<file path="src/rtl/imem_arbiter.sv">
// Two-port arbiter (fetch IF, literal load LD) in front of a 1-cycle synchronous-read imem.
// Optional address range/alignment check enabled by defining IMEM_ARB_RANGE_CHK_EN.
module imem_arbiter #(
  parameter logic [31:0] BASE_ADDR = 32'h8000_0000,
  parameter int          DEPTH     = 256,
  parameter int          MAX_WAIT  = 4
) (
  input  logic        clk,
  input  logic        rst_n,
  input  logic        if_req_valid,
  input  logic [31:0] if_req_addr,
  output logic        if_req_ready,
  input  logic        if_flush,
  output logic        if_rsp_valid,
  output logic [31:0] if_rsp_data,
  output logic        if_rsp_err,
  input  logic        ld_req_valid,
  input  logic [31:0] ld_req_addr,
  output logic        ld_req_ready,
  output logic        ld_rsp_valid,
  output logic [31:0] ld_rsp_data,
  output logic        ld_rsp_err,
  output logic [31:0] mem_addr,
  input  logic [31:0] mem_rdata
);

  // Handshake: a request transfers in the cycle where valid && ready; ready is high only for
  // the single granted requester, and its response appears exactly one cycle later with no
  // backpressure on the response side.

`ifdef IMEM_ARB_RANGE_CHK_EN
  localparam bit RANGE_CHK = 1'b1;
`else
  localparam bit RANGE_CHK = 1'b0;
`endif

  localparam logic [3:0]  MAX_WAIT_L = 4'(MAX_WAIT);
  localparam logic [31:0] SPAN_BYTES = 32'(DEPTH * 4);

  typedef enum logic [1:0] {OWN_NONE, OWN_IF, OWN_LD} owner_t;

  owner_t      owner, owner_next;
  logic [3:0]  wait_cnt, wait_cnt_next;
  logic [31:0] addr_hold;
  logic        err_q;
  logic        if_grant, ld_grant, any_grant;
  logic [31:0] grant_addr, grant_off;
  logic        grant_bad;

  always_comb begin
    if_grant      = 1'b0;
    ld_grant      = 1'b0;
    owner_next    = OWN_NONE;
    wait_cnt_next = 4'd0;
    // LD wins by default; IF takes priority once it has lost MAX_WAIT cycles in a row.
    if (if_req_valid && (!ld_req_valid || wait_cnt >= MAX_WAIT_L)) begin
      if_grant   = 1'b1;
      owner_next = OWN_IF;
    end else if (ld_req_valid) begin
      ld_grant   = 1'b1;
      owner_next = OWN_LD;
    end
    if (if_req_valid && !if_grant) begin
      wait_cnt_next = (wait_cnt == 4'hF) ? wait_cnt : wait_cnt + 4'd1;
    end
  end

  assign any_grant    = if_grant || ld_grant;
  assign if_req_ready = if_grant;
  assign ld_req_ready = ld_grant;
  assign grant_addr   = if_grant ? if_req_addr : ld_req_addr;

  // Modulo-2^32 offset makes addresses below BASE_ADDR wrap to huge values, so one compare suffices.
  assign grant_off = grant_addr - BASE_ADDR;
  assign grant_bad = RANGE_CHK && ((grant_off >= SPAN_BYTES) || (grant_addr[1:0] != 2'b00));

  assign mem_addr = any_grant ? (grant_bad ? BASE_ADDR : grant_addr) : addr_hold;

  always_ff @(posedge clk or negedge rst_n) begin
    if (!rst_n) begin
      owner     <= OWN_NONE;
      wait_cnt  <= 4'd0;
      addr_hold <= 32'd0;
      err_q     <= 1'b0;
    end else begin
      owner    <= owner_next;
      wait_cnt <= wait_cnt_next;
      err_q    <= any_grant && grant_bad;
      if (any_grant) begin
        addr_hold <= mem_addr;
      end
    end
  end

  // Read data is passed straight through to the owner; the other port and errored slots see 0.
  assign if_rsp_valid = (owner == OWN_IF) && !if_flush;
  assign if_rsp_err   = if_rsp_valid && err_q;
  assign if_rsp_data  = (if_rsp_valid && !err_q) ? mem_rdata : 32'd0;

  assign ld_rsp_valid = (owner == OWN_LD);
  assign ld_rsp_err   = ld_rsp_valid && err_q;
  assign ld_rsp_data  = (ld_rsp_valid && !err_q) ? mem_rdata : 32'd0;

endmodule
</file>
<file path="config.mk">
export PLATFORM = sky130hd
export DESIGN_NAME = imem_arbiter
export DESIGN_NICKNAME = d
export VERILOG_FILES = /design/src/rtl/imem_arbiter.sv
export SDC_FILE = /design/constraint.sdc
export NUM_CORES = 1
export LEC_CHECK = 0
export CORE_AREA = 2 2 79 81
export CTS_BUF_LIST = sky130_fd_sc_hd__clkbuf_8 sky130_fd_sc_hd__clkbuf_16
export CTS_CLUSTER_SIZE = 10
export DETAILED_ROUTE_END_ITERATION = 7
export DIE_AREA = 0 0 81 83
export DONT_BUFFER_PORTS = 1
export PLACE_DENSITY = 0.65
export SYNTH_ARGS = -nofsm -noshare
export SYNTH_HDL_FRONTEND = slang
export SYNTH_SLANG_ARGS = --single-unit
</file>
<file path="constraint.sdc">
create_clock -name clk -period 1.8 [get_ports clk]
set_input_delay 0.09 -clock clk [delete_from_list [all_inputs] [get_ports clk]]
set_output_delay 0.09 -clock clk [all_outputs]
set_load 0.005 [all_outputs]
</file>
Word-level counts from Yosys, hierarchy flattened
Cells that the tools add are included.
- register bits after elaboration: 38
- input bits: 101
- $add $sub $neg: 1
- $lt $le $gt $ge: 1
- eq/ne operators: 4
- multiplexer cells: 11
- reduce and logical (&&, ||, !) cells: 8
- operator list (cell ; count):
    $mux W32 ; 4
    $mux W4 ; 2
    $add A4 B1 Y4 const B ; 1
    $eq A4 B4 Y1 const B ; 1
    $ge A4 B3 Y1 const B ; 1
    $mux W2 ; 2
    $logic_and A1 B1 Y1 ; 3
    $logic_not A1 Y1 ; 3
    $mux W1 ; 3
    $eq A2 B1 Y1 const B ; 1
    $eq A2 B2 Y1 const B ; 1
    $logic_or A1 B1 Y1 ; 2
    $ne A2 B2 Y1 const B ; 1

Depth between registers and ports, before layout
- word-level depth: 7
- depth in mapped cells: 6
- mapped depth without buffers: 3

Worst setup path before layout
No wires, ideal clock.
- path type: flip-flop to flip-flop
- from: register wait_cnt[2]
- to: register addr_hold[22]
- library setup time: 125 ps
- arrival: 1325 ps
- data required time: 1675 ps
- slack: 350 ps
- stages on the path, launching flop included: 6
- path buffers: 2
- clock period less this slack: 1450 ps
- cells stage by stage: dfrtp_1 > nor3b_4 > nand2b_4 > buf_12 > buf_12 > mux2_4
- longest elaborated chain between the ends: 6
- elaborated cells between the ends (all ways): 8
- classes of those cells: 1 x order compare; 4 x mux; 3 x reduce/logical
- ends and longest elaborated chain (element ; line ; RTL):
    from (decl) ; 43 ; logic [3:0] wait_cnt, wait_cnt_next;
    from (signal assigned) ; 87 ; wait_cnt <= wait_cnt_next;
    $ge A4 B3 Y1 * ; 56 ; if (if_req_valid && (!ld_req_valid || wait_cnt >= MAX_WAIT_L)) begin
    $logic_or A1 B1 Y1 * ; 56 ;
    $logic_and A1 B1 Y1 * ; 56 ;
    $mux W1 ; 56 ;
    $mux W32 or $logic_or A1 B1 Y1 (tied branches) ; 71, 68 ;
    $mux W32 ; 77 ; assign mem_addr = any_grant ? (grant_bad ? BASE_ADDR : grant_addr) : addr_hold;
    to (signal assigned) ; 90 ; addr_hold <= mem_addr;
    to (decl) ; 44 ; logic [31:0] addr_hold;
Mark *: on every way between the ends. The rest lies on a longest branch, timed or not.
A chain may end at the register's enable or synchronous reset.

Final worst setup path
- from: register wait_cnt[3]
- to: output mem_addr[4]
- longest elaborated chain between the ends: 6
- elaborated cells between the ends (all ways): 8
- classes of those cells: 1 x order compare; 4 x mux; 3 x reduce/logical
- ends and longest elaborated chain (element ; line ; RTL):
    $ge A4 B3 Y1 * ; 56 ;
    $logic_or A1 B1 Y1 * ; 56 ;
    $logic_and A1 B1 Y1 * ; 56 ;
    $mux W1 ; 56 ;
    $mux W32 or $logic_or A1 B1 Y1 (tied branches) ; 71, 68 ;
    $mux W32 * ; 77 ;
    to (decl) ; 23 ; output logic [31:0] mem_addr,
Marks and branches as above.

==> flow_metrics.tcl <==
set metrics [dict create \
    multi_input_area_um2 1730 \
    max-clock-path-buffers 2 \
    crit_required_ns 1.71 \
    grt_max_degree 39 \
    drive_gt1_frac 0.439 \
    avgSynthCellArea_um2 12.4 \
    ys_types 18 \
    cts_buffers 5 \
    drc 0 \
    syn_inst 229 \
    timing.final.crit_period_ns 1.75 \
    cap_violations 0 \
    critPathLaunchType "register" \
    holdWs_ns 0.00994 \
    crit_end "mem_addr[4]" \
    cp-startpoint "wait_cnt[3]" \
    async_reset_ff_frac 1.00 \
    ir_drop_mv 0.490 \
    clock_skew_ns 0.00364 \
    die_area_um2 6720 \
    ff_latch_area_um2 951 \
    period_share 0.973 \
    ys_ff_latch 38 \
    fmax_ghz 0.571 \
    gp_congestion 0.852 \
    grt_pass1_wl_um 10200 \
    synth_top_area_frac 0.335 \
    initial_core_util 0.489 \
    first_pass_iters 4 \
    die_h_um 83 \
    fillers 487 \
    outcome "finished clean" \
    nets 363 \
    leakagePower_uw 0.00153 \
    row_count 28 \
    detail-route-antenna-nets 0 \
    power_density_nw_per_um2 662 \
    crit_chain "nor3b_4 > nand2b_4 > buf_16 > mux2_4" \
    rsz0062_at_grt "yes" \
    ys_seq_area_frac 0.335 \
    die_w_um 81 \
    reg2regPathDepth 4 \
    critPathSlowestCell "dfrtp_1" \
    clock-root-buffer "clkbuf_8" \
    reg2reg_slack_ns 0.17 \
    r2r_end "addr_hold[7]" \
    hold_viol_final 0 \
    port_buffers 0 \
    worstSkewPairLatency_ns 0.29 \
    hpwlAfterDp_um 5000 \
    drt_iter0_drc 36 \
    synth_commonest_cells "and2_1, mux2_2, dfrtp_1, mux2_4, clkbuf_1" \
    crit_fanout 19 \
    end_kind "primary output" \
    h-tree-depth 2 \
    wl_per_cell_um 21.1 \
    fin_setup_tns_ns 0 \
    vias 1860 \
    cpPeakStageDelay_ns 0.40 \
    synth-edff-count 0 \
    vias_per_cell 5.49 \
    yosysWarnings 0 \
    overflow 0 \
    syn-cell-area_um2 2840 \
    clkTransAtPathRegs_ns 0.08 \
    grtUsageTotal 0.207 \
    antenna_found_initial 0 \
    holdCritPathClass "input pin to register" \
    path_class "register to primary output" \
    ios 203 \
    cts_tree "yes" \
    yosys-top-cells-area "dfrtp_1, mux2_2, mux2_4, and2_1, buf_12" \
    synth_top_cell_by_area "dfrtp_1" \
    setup_violations 0 \
    grt_pass1_vias 1865 \
    core-area_um2 5820 \
    cts.sinks 38 \
    rr_startpoint "wait_cnt[3]" \
    worstPathArrival_ns 1.66 \
    finalMaxSlewViolations 0 \
    post-route-util 0.578 \
    synth_ff_type "dfrtp_1" \
    drt-total-wl_um 7160 \
    syn2layout_area_growth_pct 18.3 \
    yosysMostFrequentCell "and2_1" \
]
[cells in the final DEF, fill, tap and decap left out, drive strengths merged]
cell         count
nand2            1
buf              6
ha               1
conb             3
nor2b            1
clkinvlp         1
bufbuf           1
nor3b            2
dlygate4sd3     34
and3             2
mux2            96
dfrtp           38
nor2             1
inv              1
and2            65
clkbuf           7
diode            2
nand2b           1
clkinv           1
[layout make-up]
cell class              count  area share
flip-flops and latches     38       0.283
multi-input cells         173       0.513
well taps                  75      0.0279
inverters                   1     0.00112
clock inverters             2     0.00372
diodes                      2     0.00149
repair buffers             42       0.145
clock buffers               6      0.0246
[through the flow]
stage | std cells | area, um2 | power, uW | setup slack [ns]
after floorplan | 231 | 2850 | 1490 | 0.350
after global routing | 337 | 3360 | 2340 | -0.0416
after global placement | 291 | 2830 | 1500 | 0.274
after CTS | 335 | 3320 | 2250 | -0.00558
after detailed placement | 291 | 2830 | 1510 | 0.236
final | 339 | 3360 | 2230 | 0.0484
[critical path, delay by kind of cell (launching register included)]
kind	cells	cell delay, ns
buffers and inverters	1	0.19
flip-flops	1	0.40
multiplexers	1	0.33
AND/OR/NAND/NOR	2	0.45
[cell families (layout without fill, tap and decap cells)]
family	after synthesis	count (layout)	synth area share
adders and majority gates	1	1	0.00440
buffers and inverters	20	51	0.0629
DFF	38	38	0.335
muxes	96	96	0.430
other	1	5	0.00132
and+or+nand+nor	73	73	0.166
[worst min-delay path by stage]
stage / startpoint / end / slack, ns / cells past startpoint
3_3_place_gp: rst_n / addr_hold[9] / -0.20 / 0
3_5_place_dp: rst_n / addr_hold[4] / -0.20 / 0
2_1_floorplan: rst_n / addr_hold[0] / -0.21 / 0
6_report: ld_req_valid / owner[1] / 0.01 / 1
5_1_grt: ld_req_valid / owner[1] / 0.009 / 1
4_1_cts: ld_req_valid / owner[1] / 0.009 / 1
[where the power goes]
group,internal [uW],total (uW),switching (uW)
Clock,308,626,318
Combinational,405,637,233
Sequential,942,963,20.9
[metal layers]
metal	wire, um	global-route usage	vias to the layer above
met2	3530	0.345	115
met4	48	0.0462	0
met1	2870	0.242	906
met5	0	0	-
met3	713	0.0924	5
li1	-	-	834
[state kept, by name, summed over array words and instances, names as in the netlist]
signal and cells:
addr_hold 32, owner 2, wait_cnt 4
[timing repair]
action / 4_1_cts / 5_1_grt
gates resized for setup: 1 / 0
endpoints found under the setup margin: 18 / 32
hold buffers: 35 / 0
gates cloned: 1 / 1
pin swaps: 1 / 0
hold endpoints to repair: 73 / 0
setup buffers: 0 / 1
(Power assumes the default switching activity.)
